==> config.mk <==
export PLATFORM = sky130hd
export DESIGN_NAME = multicycle_control_unit
export DESIGN_NICKNAME = d
export VERILOG_FILES = /design/src/rtl/multicycle_control_unit.sv
export SDC_FILE = /design/constraint.sdc
export NUM_CORES = 1
export LEC_CHECK = 0
export ABC_AREA = 1
export BUFFER_PORTS_ARGS = -buffer_cell sky130_fd_sc_hd__buf_2
export CAP_MARGIN = 15
export CORE_MARGIN = 2
export CORE_UTILIZATION = 35
export CTS_BUF_LIST = sky130_fd_sc_hd__clkbuf_4 sky130_fd_sc_hd__clkbuf_8
export DETAILED_ROUTE_END_ITERATION = 10
export PLACE_DENSITY_LB_ADDON = 0.3
export SYNTH_ARGS = -nofsm -noshare
export SYNTH_HDL_FRONTEND = slang
export SYNTH_SLANG_ARGS = --single-unit
==> constraint.sdc <==
create_clock -name clk -period 1.8 [get_ports clk]
set_input_delay 0.09 -clock clk [delete_from_list [all_inputs] [get_ports clk]]
set_output_delay 0.09 -clock clk [all_outputs]
set_load 0.02 [all_outputs]
==> src/rtl/multicycle_control_unit.sv <==
// Purpose: Moore control FSM sequencing fetch/decode/execute/memory/writeback for a multi-cycle RV32I core.
// Latency: zero-wait memory gives R/I/LUI/AUIPC 4 cycles, load 5, store 4, branch/JAL/JALR 3, NOP 2.
// Backpressure: FETCH, MEMREAD and MEMWRITE hold their request until memory_response; TRAP holds until reset.
module multicycle_control_unit (
  input  logic       clk,
  input  logic       reset,
  input  logic [6:0] opcode,
  input  logic       memory_response,
  input  logic       branch_taken,
  output logic       memory_read,
  output logic       memory_write,
  output logic       lord,
  output logic       ir_write,
  output logic       pc_write,
  output logic       pc_source,
  output logic [1:0] alu_src_a,
  output logic [1:0] alu_src_b,
  output logic [1:0] alu_op,
  output logic       reg_write,
  output logic [1:0] mem_to_reg,
  output logic       illegal_instruction,
  output logic [3:0] state
);

  typedef enum logic [3:0] {
    S_FETCH    = 4'd0,
    S_DECODE   = 4'd1,
    S_MEMADR   = 4'd2,
    S_MEMREAD  = 4'd3,
    S_MEMWB    = 4'd4,
    S_MEMWRITE = 4'd5,
    S_EXECUTER = 4'd6,
    S_EXECUTEI = 4'd7,
    S_ALUWB    = 4'd8,
    S_BRANCH   = 4'd9,
    S_JAL      = 4'd10,
    S_JALR     = 4'd11,
    S_LUI      = 4'd12,
    S_AUIPC    = 4'd13,
    S_TRAP     = 4'd15
  } state_t;

  localparam logic [6:0] OP_LOAD   = 7'b0000011;
  localparam logic [6:0] OP_STORE  = 7'b0100011;
  localparam logic [6:0] OP_RTYPE  = 7'b0110011;
  localparam logic [6:0] OP_ITYPE  = 7'b0010011;
  localparam logic [6:0] OP_BRANCH = 7'b1100011;
  localparam logic [6:0] OP_JAL    = 7'b1101111;
  localparam logic [6:0] OP_JALR   = 7'b1100111;
  localparam logic [6:0] OP_LUI    = 7'b0110111;
  localparam logic [6:0] OP_AUIPC  = 7'b0010111;
  localparam logic [6:0] OP_SYSTEM = 7'b1110011;
  localparam logic [6:0] OP_FENCE  = 7'b0001111;

  state_t state_q, state_d;
  logic   illegal_q, illegal_d;

  // State and sticky trap flag registers; reset restarts at FETCH and clears the flag.
  always_ff @(posedge clk) begin
    if (reset) begin
      state_q   <= S_FETCH;
      illegal_q <= 1'b0;
    end else begin
      state_q   <= state_d;
      illegal_q <= illegal_d;
    end
  end

  // Next-state and Moore outputs; reset forces every output low so no request or write escapes.
  always_comb begin
    state_d             = state_q;
    illegal_d           = illegal_q;
    memory_read         = 1'b0;
    memory_write        = 1'b0;
    lord                = 1'b0;
    ir_write            = 1'b0;
    pc_write            = 1'b0;
    pc_source           = 1'b0;
    alu_src_a           = 2'd0;
    alu_src_b           = 2'd0;
    alu_op              = 2'd0;
    reg_write           = 1'b0;
    mem_to_reg          = 2'd0;
    illegal_instruction = illegal_q;
    state               = state_q;

    case (state_q)
      S_FETCH: begin
        memory_read = 1'b1;
        alu_src_b   = 2'd1;
        if (memory_response) begin
          ir_write = 1'b1;
          pc_write = 1'b1;
          state_d  = S_DECODE;
        end
      end
      S_DECODE: begin
        // ALU-out captures PC+imm speculatively for branch/JAL targets.
        alu_src_b = 2'd2;
        case (opcode)
          OP_LOAD, OP_STORE:   state_d = S_MEMADR;
          OP_RTYPE:            state_d = S_EXECUTER;
          OP_ITYPE:            state_d = S_EXECUTEI;
          OP_BRANCH:           state_d = S_BRANCH;
          OP_JAL:              state_d = S_JAL;
          OP_JALR:             state_d = S_JALR;
          OP_LUI:              state_d = S_LUI;
          OP_AUIPC:            state_d = S_AUIPC;
          OP_SYSTEM, OP_FENCE: state_d = S_FETCH;
          default: begin
            state_d   = S_TRAP;
            illegal_d = 1'b1;
          end
        endcase
      end
      S_MEMADR: begin
        alu_src_a = 2'd1;
        alu_src_b = 2'd2;
        state_d   = (opcode == OP_LOAD) ? S_MEMREAD : S_MEMWRITE;
      end
      S_MEMREAD: begin
        memory_read = 1'b1;
        lord        = 1'b1;
        if (memory_response) state_d = S_MEMWB;
      end
      S_MEMWB: begin
        reg_write  = 1'b1;
        mem_to_reg = 2'd1;
        state_d    = S_FETCH;
      end
      S_MEMWRITE: begin
        memory_write = 1'b1;
        lord         = 1'b1;
        if (memory_response) state_d = S_FETCH;
      end
      S_EXECUTER: begin
        alu_src_a = 2'd1;
        alu_op    = 2'd2;
        state_d   = S_ALUWB;
      end
      S_EXECUTEI: begin
        alu_src_a = 2'd1;
        alu_src_b = 2'd2;
        alu_op    = 2'd2;
        state_d   = S_ALUWB;
      end
      S_ALUWB: begin
        reg_write = 1'b1;
        state_d   = S_FETCH;
      end
      S_BRANCH: begin
        alu_src_a = 2'd1;
        alu_op    = 2'd1;
        pc_source = 1'b1;
        pc_write  = branch_taken;
        state_d   = S_FETCH;
      end
      S_JAL: begin
        // PC already holds the link value (old PC + 4).
        reg_write  = 1'b1;
        mem_to_reg = 2'd2;
        pc_write   = 1'b1;
        pc_source  = 1'b1;
        state_d    = S_FETCH;
      end
      S_JALR: begin
        alu_src_a  = 2'd1;
        alu_src_b  = 2'd2;
        reg_write  = 1'b1;
        mem_to_reg = 2'd2;
        pc_write   = 1'b1;
        state_d    = S_FETCH;
      end
      S_LUI: begin
        alu_src_a = 2'd2;
        alu_src_b = 2'd2;
        state_d   = S_ALUWB;
      end
      S_AUIPC: begin
        alu_src_a = 2'd3;
        alu_src_b = 2'd2;
        state_d   = S_ALUWB;
      end
      S_TRAP: begin
        illegal_instruction = 1'b1;
      end
      default: begin
        state_d = S_FETCH;
      end
    endcase

    if (reset) begin
      memory_read         = 1'b0;
      memory_write        = 1'b0;
      lord                = 1'b0;
      ir_write            = 1'b0;
      pc_write            = 1'b0;
      pc_source           = 1'b0;
      alu_src_a           = 2'd0;
      alu_src_b           = 2'd0;
      alu_op              = 2'd0;
      reg_write           = 1'b0;
      mem_to_reg          = 2'd0;
      illegal_instruction = 1'b0;
      state               = 4'd0;
    end
  end

endmodule

# [Yosys cells after proc, flatten, opt, wreduce, memory -nomap -nowiden]
# Index checks and enable logic that the tools add are counted.
[classes] eq_ne=28 muxes=32 bitwise_logic=2 n_reduce_logical=15
[ops] operator="$pmux 4 s9" count=1
[ops] operator="$eq 4x4->1 const B" count=7
[ops] operator="$eq 7x7->1 const B" count=4
[ops] operator="$pmux 4 s7" count=1
[ops] operator="$eq 7x6->1 const B" count=3
[ops] operator="$eq 4x3->1 const B" count=4
[ops] operator="$mux 1" count=16
[ops] operator="$mux 4" count=4
[ops] operator="$eq 7x5->1 const B" count=2
[ops] operator="$reduce_or 2->1" count=7
[ops] operator="$pmux 2 s2" count=3
[ops] operator="$reduce_or 11->1" count=1
[ops] operator="$eq 4x2->1 const B" count=2
[ops] operator="$mux 2" count=4
[ops] operator="$reduce_or 4->1" count=2
[ops] operator="$eq 7x2->1 const B" count=1
[ops] operator="$eq 7x4->1 const B" count=1
[ops] operator="$ne 2x2->1 const B" count=3
[ops] operator="$pmux 2 s3" count=1
[ops] operator="$reduce_or 6->1" count=1
[ops] operator="$reduce_or 5->1" count=1
[ops] operator="$eq 4x1->1 const B" count=1
[ops] operator="$logic_not 4->1" count=1
[ops] operator="$reduce_and 4->1" count=1
[ops] operator="other kinds (4)" count=5
[word_totals] reg_bits=5 input_bits=11 out_inout_bits=20 elab_cells=79

# [Depth between registers and ports, before layout]
# Gate-level depths: netlist (run 1).
[depth] ltp_word=4 ltp_mapped=10 ltp_nobuf=10

# [Worst setup path after synthesis (run 1)]
# No wires, ideal clock.
[synth_timing] path_type="register -> output" from="reg state_q[3]" to="out alu_src_b[1]" arrival_ns=1.213 t_required_ns=1.710 slack_ns=0.497 stages_incl_launch_ff=6 path_buffers=0 path_cell_list="dfxtp_1 > inv_1 > nand2_1 > o21ai_2 > nand2_1 > a31oi_1"
[synth_via] elab_chain_cells=4 elab_cells_between_ends=10 classes_between="eq/ne: 6; mux: 2; reduce/logical: 2"
[synth_rtl] item="from (decl)" line_no="55" rtl="state_t state_q, state_d;"
[synth_rtl] item="from (signal assigned)" line_no="64" rtl="state_q <= state_d;"
[synth_rtl] item="$eq 4x1->1, or another cell as far along" line_no="87" rtl="case (state_q)"
[synth_rtl] item="$reduce_or 6->1 (no source line)"
[synth_rtl] item="$pmux 2 s2 (*)" line_no="87"
[synth_rtl] item="$mux 2 (*)" line_no="192" rtl="if (reset) begin"
[synth_rtl] item="to (decl)" line_no="17" rtl="output logic [1:0] alu_src_b,"
# Mark *: on every way between the ends. The rest lies on a longest branch, timed or not.

# [Final worst setup path (run 1)]
[layout_timing] from="reg state_q[2]" to="out alu_src_b[1]"
# Same word-level chain as after synthesis.

==> results of run 1 <==
per-layer routing:
metal	GRT usage [%]	share of wire [%]
met1	20.2	48
met2	30.3	47
met3	0.877	4.9
met4	2.70	0
met5	0	0
path summary, 6_finish.rpt:
path                  end  slack [ps]  cells after the start
max          alu_src_b[1]         200                      5
min             illegal_q         240                      2
max reg2reg    state_q[0]         520                      8
min reg2reg     illegal_q         490                      2
logic make-up after synthesis:
family / share of synthesized area [%]
compound gates: 12.7
buf+inv: 13.7
simple gates: 60.8
flops: 12.9
state kept, by name (all words and copies together), names as in the netlist:
| register | count |
|---|---|
| state_q | 4 |
| illegal_q | 1 |
final cells by class:
cell class / count / area share [%]
well taps: 28 / 3.55
multi-input cells: 111 / 58.0
repair buffers: 30 / 15.2
clock buffers: 4 / 3.05
inverters: 25 / 10.0
flip-flops and latches: 5 / 10.2
metrics by stage:
stage | util, % | worst slack, ps | instances | hold slack (ps) | cell area (um^2)
finish | 45.9 | 200 | 203 | 243 | 986
global route | 45.9 | 38.5 | 203 | 258 | 986
detailed placement | 44.5 | 466 | 199 | 472 | 956
CTS | 45.9 | 203 | 203 | 234 | 986
floorplan | - | 497 | 143 | 333 | 778
global placement | 44.5 | 478 | 199 | 463 | 956
power breakdown:
group / total (mW) / switching [mW] / internal (mW) / leakage, nW
clock: 0.141 / 0.0422 / 0.0986 / 0.0184
combinational: 0.855 / 0.573 / 0.283 / 0.523
sequential: 0.206 / 0.0548 / 0.152 / 0.0411
placed cells by master (no fill, tap or decap), types with 2 or more instances in the layout:
cell	synthesis	routed
a21oi_1	3	3
a31oi_1	5	5
buf_2	0	30
clkbuf_4	0	4
dfxtp_1	5	5
inv_1	19	19
inv_2	4	4
inv_4	2	2
nand2_1	47	47
nand2_2	2	2
nand2_4	2	2
nand3_1	6	6
nand3_2	4	4
nor2_1	26	26
nor2_2	2	2
nor2_4	4	4
nor3_1	2	2
==> flow_summary_export.csv, run 1 <==
group,metric,value,unit
clock_tree,cts_sinks,5,
clock_tree,post_cts_buffers,0,
synthesis,async_flop_share,0,%
sta,period_minus_slack,1600,ps
sta,setup_viol,0,
clock_tree,postCtsHoldBufs,0,
synthesis,synth_edf_count,0,
floorplanning,rows,17,
synthesis,synth_area_leaders,"nand2_1, dfxtp_1, nor2_1, inv_1, nor2_4",
final_layout,multiInputGateArea,572,um^2
sta,worstMarginPinSlew,324,ps
power,p_per_area,1220,nW/um^2
floorplanning,die-height,51.2,um
synthesis,netlist.area_leader.share,22.7,%
clock_tree,clk_pin_slew,40,ps
sta,rsz0062_at_grt,"no",
synthesis,ys_types,24,
sta,fin_worst_skew,1.35,ps
grt,grt_pass1_wl,3390,um
floorplanning,start_util,36.2,%
final_layout,nets,187,
grt,grt_max_degree,19,
synthesis,ys_top_cells_by_count,"nand2_1, nor2_1, inv_1, nand3_1",
final_layout,syn_to_final_growth,26.7,%
floorplanning,coreArea,2150,um^2
clock_tree,cts_max_level,1,
clock_tree,cts-root-buf,"clkbuf_4",
synthesis,syn_inst,143,
sta,fmax,0.625,GHz
route,drtAntennaViolNets,0,
sta,fin_crit_sh,88.9,%
final_layout,seqCellArea,100,um^2
critical_path,cp_top_family,"flip-flops",
critical_path,criticalPathCategory,"reg2out",
route,vias,929,
route,vias_per_cell,4.58,
floorplanning,ioPinCount,31,
critical_path,path_cells,"nand2_1 > o21ai_2 > nand2_1 > a31oi_1 > buf_2",
run,drv_cap,0,
critical_path,rr_startpoint,"state_q[3]",
final_layout,fill_cells,240,
route,dr.pass1.iters,4,
min_path,hp-start,"reset",
grt,grt_remaining_overflow,0,
synthesis,yosysSeqAreaShare,12.9,%
critical_path,worstPathRequired,1710,ps
grt,antenna_found_initial,0,
clock_tree,clkLatencyLatePin,230,ps
sta,drv_slew,0,
power,total_power,1.20,mW
route,drt_iter0_markers,10,
critical_path,worst_path_largest_cell_delay,450,ps
clock_tree,clock_path_buffers,2,
critical_path,critPathLaunch,"state_q[2]",
synthesis,syn_nets,154,
grt,gr-usage-all-layers,16.1,%
critical_path,end_kind,"output port",
critical_path,critPathLaunchType,"flip-flop",
grt,first_global_vias,853,
route,drc,0,
sta,slew-limit-headroom,78.4,%
status,status,"finished, final reports clean",
critical_path,crit_fanout,5,
sta,tns,0,ps
synthesis,synth_seq_cells,5,
critical_path,cp.buffers_inverters,1,
synthesis,synth_flop_cell,"dfxtp_1",
synthesis,synth_most_common_cell,"nand2_1",
clock_tree,cts_tree,"yes",
critical_path,cp.arrival,1510,ps
clock_tree,numCtsBuffers,3,
floorplanning,dieWidth,51.2,um
power,ir_worst_vdd,0.498,mV
route,wirelength,1900,um
synthesis,yosysTopAreaCell,"nand2_1",
critical_path,path_common_cell,"nand2_1",
placed_design,dp_hpwl,1640,um
placed_design,io_buffers,30,
power,leakage,0.582,nW
final_layout,drive_above_1_share,33.1,%
synthesis,syn_area,778,um^2
synthesis,avgSynthCellArea,5.44,um^2
clock_tree,cts_resized,0,
placed_design,gp_congestion,0.830,
final_layout,n_antenna_cell,0,
min_path,hold_class,"in2reg",
route,post_drt_wl_per_cell,9.37,um
synthesis,yosys_warnings,0,
critical_path,cp_slowest_cell,"dfxtp_1",
floorplanning,die_area,2620,um^2
sta,finalHoldViolations,0,
Note: power is estimated with default switching activity, not from simulation.
==> run 2, diff against run 1 <==
Settings changed: GPL_TIMING_DRIVEN from default to 0, SLEW_MARGIN from default to 10.
==> run 2 against run 1 <==
Net effect:
- clock power up 9%
- register-to-register slack worse by 20 ps
- count of clock-buffer cells in the layout unchanged
- combinational power down 0.6%
- sequential share of layout area about the same
- non-clock buffer count up 1
- maximum frequency down 2.3%
- clock skew up 8.0 ps
- critical path type unchanged
- total power up 0.65%
- critical path depth up 1
- worst hold slack better by 15 ps
==> flow_summary_export.csv, run 2 (synthesis gave the netlist of run 1 again) <==
group,metric,value,unit
status,status,"finished, final reports clean",
grt,first_global_vias,759,
floorplanning,die_area,2620,um^2
final_layout,drive_above_1_share,32.4,%
critical_path,worstPathRequired,1710,ps
final_layout,fill_cells,238,
critical_path,r2r_end,"state_q[1]",
power,leakage,0.581,nW
final_layout,final_util,46.0,%
route,drc,0,
clock_tree,cts_tree,"yes",
final_layout,seqCellArea,100,um^2
route,vias_per_cell,4.54,
placed_design,gp_congestion,0.920,
sta,worst_slack,163,ps
clock_tree,clkLatencyLatePin,260,ps
grt,gr-usage-all-layers,16.0,%
sta,fmax,0.611,GHz
grt,antenna_found_initial,0,
sta,drv_slew,0,
placed_design,dp_slack,444,ps
grt,grt_remaining_overflow,0,
critical_path,critPathLaunchType,"flip-flop",
clock_tree,cts-root-buf,"clkbuf_4",
final_layout,final_cells,204,
floorplanning,rows,17,
sta,finalHoldViolations,0,
clock_tree,clk_pin_slew,50,ps
final_layout,syn_to_final_growth,27.0,%
critical_path,rr_worst_depth,9,
placed_design,place_area,958,um^2
critical_path,worst_path_largest_cell_delay,370,ps
min_path,hp-start,"memory_response",
placed_design,dp.cells,200,
critical_path,path_common_cell,"nand2_1",
floorplanning,start_util,36.2,%
critical_path,path_cells,"inv_1 > nand2_1 > o21ai_2 > nand2_1 > a31oi_1 > buf_2",
route,vias,927,
sta,setup_viol,0,
clock_tree,clock_path_buffers,2,
clock_tree,numCtsBuffers,3,
route,wirelength,1960,um
floorplanning,die-height,51.2,um
min_path,hold_depth,4,
sta,fin_crit_sh,90.9,%
critical_path,rr_startpoint,"state_q[3]",
critical_path,cp_slowest_cell,"dfxtp_1",
critical_path,criticalPathCategory,"reg2out",
sta,period_minus_slack,1640,ps
placed_design,io_buffers,29,
grt,grt_pass1_wl,3220,um
route,drt_iter0_markers,27,
final_layout,biggestRegsByFlops,"state_q: 4 flops, illegal_q: 1 flops",
clock_tree,cts_sinks,5,
placed_design,dp_hpwl,1650,um
final_layout,final_cell_mix,"nand2_1, buf_2, nor2_1, inv_1, nand3_1",
clock_tree,cts_resized,0,
route,post_drt_wl_per_cell,9.62,um
min_path,hold_class,"in2reg",
final_layout,n_antenna_cell,0,
run,drv_cap,0,
grt,grt_max_degree,11,
critical_path,crit_fanout,6,
critical_path,cp.buffers_inverters,2,
clock_tree,cts_max_level,1,
clock_tree,postCtsHoldBufs,0,
min_path,min_to,"state_q[3]",
route,drtAntennaViolNets,0,
route,dr.pass1.iters,4,
final_layout,final_common_cell,"nand2_1",
critical_path,cp_top_family,"compound AO/OA/AOI/OAI gates",
floorplanning,coreArea,2150,um^2
floorplanning,ioPinCount,31,
critical_path,cp.arrival,1550,ps
sta,tns,0,ps
critical_path,end_kind,"output port",
power,ir_worst_vdd,0.524,mV
final_layout,top_register,"state_q",
sta,worstMarginPinSlew,490,ps
final_layout,final_area,988,um^2
sta,fin_worst_skew,9.36,ps
final_layout,multiInputGateArea,572,um^2
clock_tree,post_cts_buffers,0,
power,p_per_area,1220,nW/um^2
sta,slew-limit-headroom,67.3,%
final_layout,largest_reg_flops,4,
sta,rsz0062_at_grt,"no",
critical_path,r2r_slack,500,ps
final_layout,nets,188,
floorplanning,dieWidth,51.2,um
==> run 2: cell type report <==
cell class	count	area share, %
inverters	25	10.0
clock buffers	4	3.04
multi-input cells	111	57.8
well taps	28	3.54
flip-flops and latches	5	10.1
plain buffers	2	0.759
repair buffers	29	14.7
==> run 2: worst max path at each step <==
stage                          start      endpoint  slack, ps  cells past startpoint
after floorplan           state_q[3]  alu_src_b[1]        500                      5
after global placement    state_q[3]  alu_src_b[1]        450                      6
after detailed placement  state_q[3]  alu_src_a[0]        440                      6
after CTS                 state_q[3]  alu_src_a[0]        150                      6
after global routing      state_q[3]  alu_src_a[0]         20                      6
final                     state_q[3]  alu_src_b[1]        160                      6
==> run 2: per-stage QoR <==
stage	power, mW	hold slack (ps)
2_1_floorplan	0.878	333
3_3_place_gp	1.06	456
3_5_place_dp	1.06	464
4_1_cts	1.23	246
5_1_grt	1.33	262
6_report	1.21	257
==> run 2: power by group <==
part / switching [mW] / leakage, nW / internal [mW] / total, mW
Sequential: 0.0555 / 0.0411 / 0.151 / 0.207
Clock: 0.0539 / 0.0184 / 0.0993 / 0.153
Combinational: 0.568 / 0.521 / 0.283 / 0.850
Total: 0.677 / 0.581 / 0.533 / 1.21
==> run 2: worst reg2reg max path, stage by stage (launching register included) <==
cell and delay (ps):
dfxtp_1 370, nor2_4 200, inv_4 90, nor2_8 150, inv_4 50, nor2_4 110, nand2_4 80, nand3_2 70
nand2_1 60, nand2_1 60
==> run 2: routing by layer <==
layer,GRT usage [%],routed length (um),up-vias
li1,-,-,511
met1,18.7,877,386
met2,29.9,949,27
met3,3.51,122,3
met4,2.70,13,0
met5,0,0,-
==> run 3, diff against run 2 <==
Settings changed: CTS_BUF_LIST sky130_fd_sc_hd__clkbuf_4 sky130_fd_sc_hd__clkbuf_8 to sky130_fd_sc_hd__clkbuf_8 sky130_fd_sc_hd__clkbuf_16, RECOVER_POWER from default to 50.
==> run 3 against run 2 <==
Net effect:
- core utilization fell by 0.58 points
- worst hold slack gained 57 ps
- final area down 1.3%
- die area stayed put
- maximum frequency is 2.2% higher
- critical path depth unchanged
- wire length increased by 1.8%
- sequential share of layout area rose by 0.13 points
- sequential cell count did not move
- via count up 1.3%
- combinational power down 4.2%
- first-iteration DRC count stayed put
==> flow_summary_export.csv, run 3 (synthesis gave the netlist of run 1 again) <==
group,metric,value,unit
status,status,"finished, final reports clean",
clock_tree,cts_resized,0,
sta,period_minus_slack,1600,ps
final_layout,final_util,45.4,%
critical_path,end_kind,"output port",
clock_tree,numCtsBuffers,3,
route,wirelength,2000,um
sta,fin_worst_skew,7.04,ps
critical_path,rr_startpoint,"state_q[3]",
sta,finalHoldViolations,0,
power,power.share.sequential,16.7,%
placed_design,gp_congestion,0.920,
power,p_sw,672,uW
final_layout,n_antenna_cell,0,
route,dr.pass1.iters,4,
route,highest_layer,"met4",
route,post_drt_wl_per_cell,9.79,um
critical_path,criticalPathCategory,"reg2out",
critical_path,cp_slowest_cell,"dfxtp_1",
min_path,hp-start,"opcode[3]",
min_path,hold_class,"in2reg",
floorplanning,rows,17,
clock_tree,postCtsHoldBufs,0,
sta,slew-limit-headroom,67.2,%
placed_design,dp_slack,444,ps
placed_design,dp_hpwl,1650,um
route,vias,939,
route,drc,0,
final_layout,largest_reg_flops,4,
power,comb_power_share,66.0,%
clock_tree,clock_path_buffers,2,
final_layout,final_cells,204,
critical_path,critPathLaunch,"state_q[3]",
floorplanning,die_area,2620,um^2
route,wl_met3,133,um
placed_design,io_buffers,29,
clock_tree,cts_max_level,1,
power,switching_share,54.5,%
sta,tns,0,ps
placed_design,dp.cells,200,
power,clockPowerShare,17.2,%
route,vias_per_cell,4.60,
power,total_power,1.23,mW
route,wl_met1,877,um
final_layout,drive_above_1_share,26.1,%
sta,rsz0062_at_grt,"no",
route,drt_iter0_markers,27,
final_layout,final_common_cell,"nand2_1",
clock_tree,post_cts_buffers,0,
floorplanning,ioPinCount,31,
power,ir_worst_vdd,0.559,mV
sta,drv_slew,0,
floorplanning,dieWidth,51.2,um
sta,setup_viol,0,
grt,grt_remaining_overflow,0,
sta,fmax,0.624,GHz
route,dr_wl_met2,969,um
clock_tree,cts_tree,"yes",
clock_tree,clk_pin_slew,40,ps
final_layout,biggestRegsByFlops,"state_q: 4 flops, illegal_q: 1 flops",
power,p_per_area,1260,nW/um^2
final_layout,syn_to_final_growth,25.4,%
floorplanning,die-height,51.2,um
clock_tree,clkLatencyLatePin,230,ps
floorplanning,start_util,36.2,%
sta,worstMarginPinSlew,492,ps
route,drtAntennaViolNets,0,
critical_path,crit_fanout,6,
sta,fin_crit_sh,89.0,%
grt,grt_max_degree,11,
sta,worst_slack,198,ps
clock_tree,cts-root-buf,"clkbuf_8",
final_layout,final_cell_mix,"nand2_1, nor2_1, buf_2, inv_1, clkbuf_1",
grt,first_global_vias,775,
power,p_int,561,uW
run,drv_cap,0,
critical_path,cp.arrival,1510,ps
grt,grt_pass1_wl,3260,um
grt,antenna_found_initial,0,
critical_path,worstPathRequired,1710,ps
grt,gr-usage-all-layers,16.7,%
critical_path,path_common_cell,"a31oi_1",
floorplanning,coreArea,2150,um^2
critical_path,critPathLaunchType,"flip-flop",
final_layout,top_register,"state_q",
critical_path,worst_path_largest_cell_delay,370,ps
power,leakage,0.558,nW
clock_tree,cts_sinks,5,
final_layout,nets,188,
critical_path,path_cells,"nor2_4 > inv_4 > nor2_1 > a31oi_1 > a31oi_1 > buf_2",
[run 3: critical path: cells and delay by family (launching register included)]
kind / cells / cell delay [ps]
buf+inv: 2 / 280
flops: 1 / 370
simple gates: 2 / 390
compound gates: 2 / 240
[run 3: area by class of cell]
type	count	area (um^2)
buffer	2	7.51
clock buffer	3	41.3
multi-input combinational	111	553
fill	246	1170
inverter	25	98.8
clock inverter	1	3.75
timing repair buffer	29	136
sequential	5	100
tap	28	35.0
[run 3: stage by stage]
step	hold slack, ps	cell area [um^2]
finish	314	976
CTS	279	1000
global route	365	976
detailed placement	464	958
floorplan	333	778
global placement	456	958
[run 3: layer usage]
layer	global-route usage [%]	vias to the layer above
met5	0	-
met4	8.11	0
met3	3.51	3
met2	30.1	31
met1	18.5	398
li1	-	507
[run 3: path summary, 6_finish.rpt]
path                                     end  slack, ps  depth (start not counted)
worst max-delay path            alu_src_b[1]        200                          6
worst min-delay path              state_q[0]        310                          6
worst min register to register     illegal_q        470                          2
worst max register to register    state_q[2]        280                          8
[run 3: power by group through the flow]
| stage | clock (mW) | combinational, mW | sequential (mW) |
|---|---|---|---|
| floorplan | 0 | 0.680 | 0.198 |
| global placement | 0 | 0.849 | 0.207 |
| finish | 0.212 | 0.814 | 0.206 |
| CTS | 0.217 | 0.859 | 0.207 |
| detailed placement | 0 | 0.856 | 0.208 |
| global route | 0.221 | 0.911 | 0.210 |
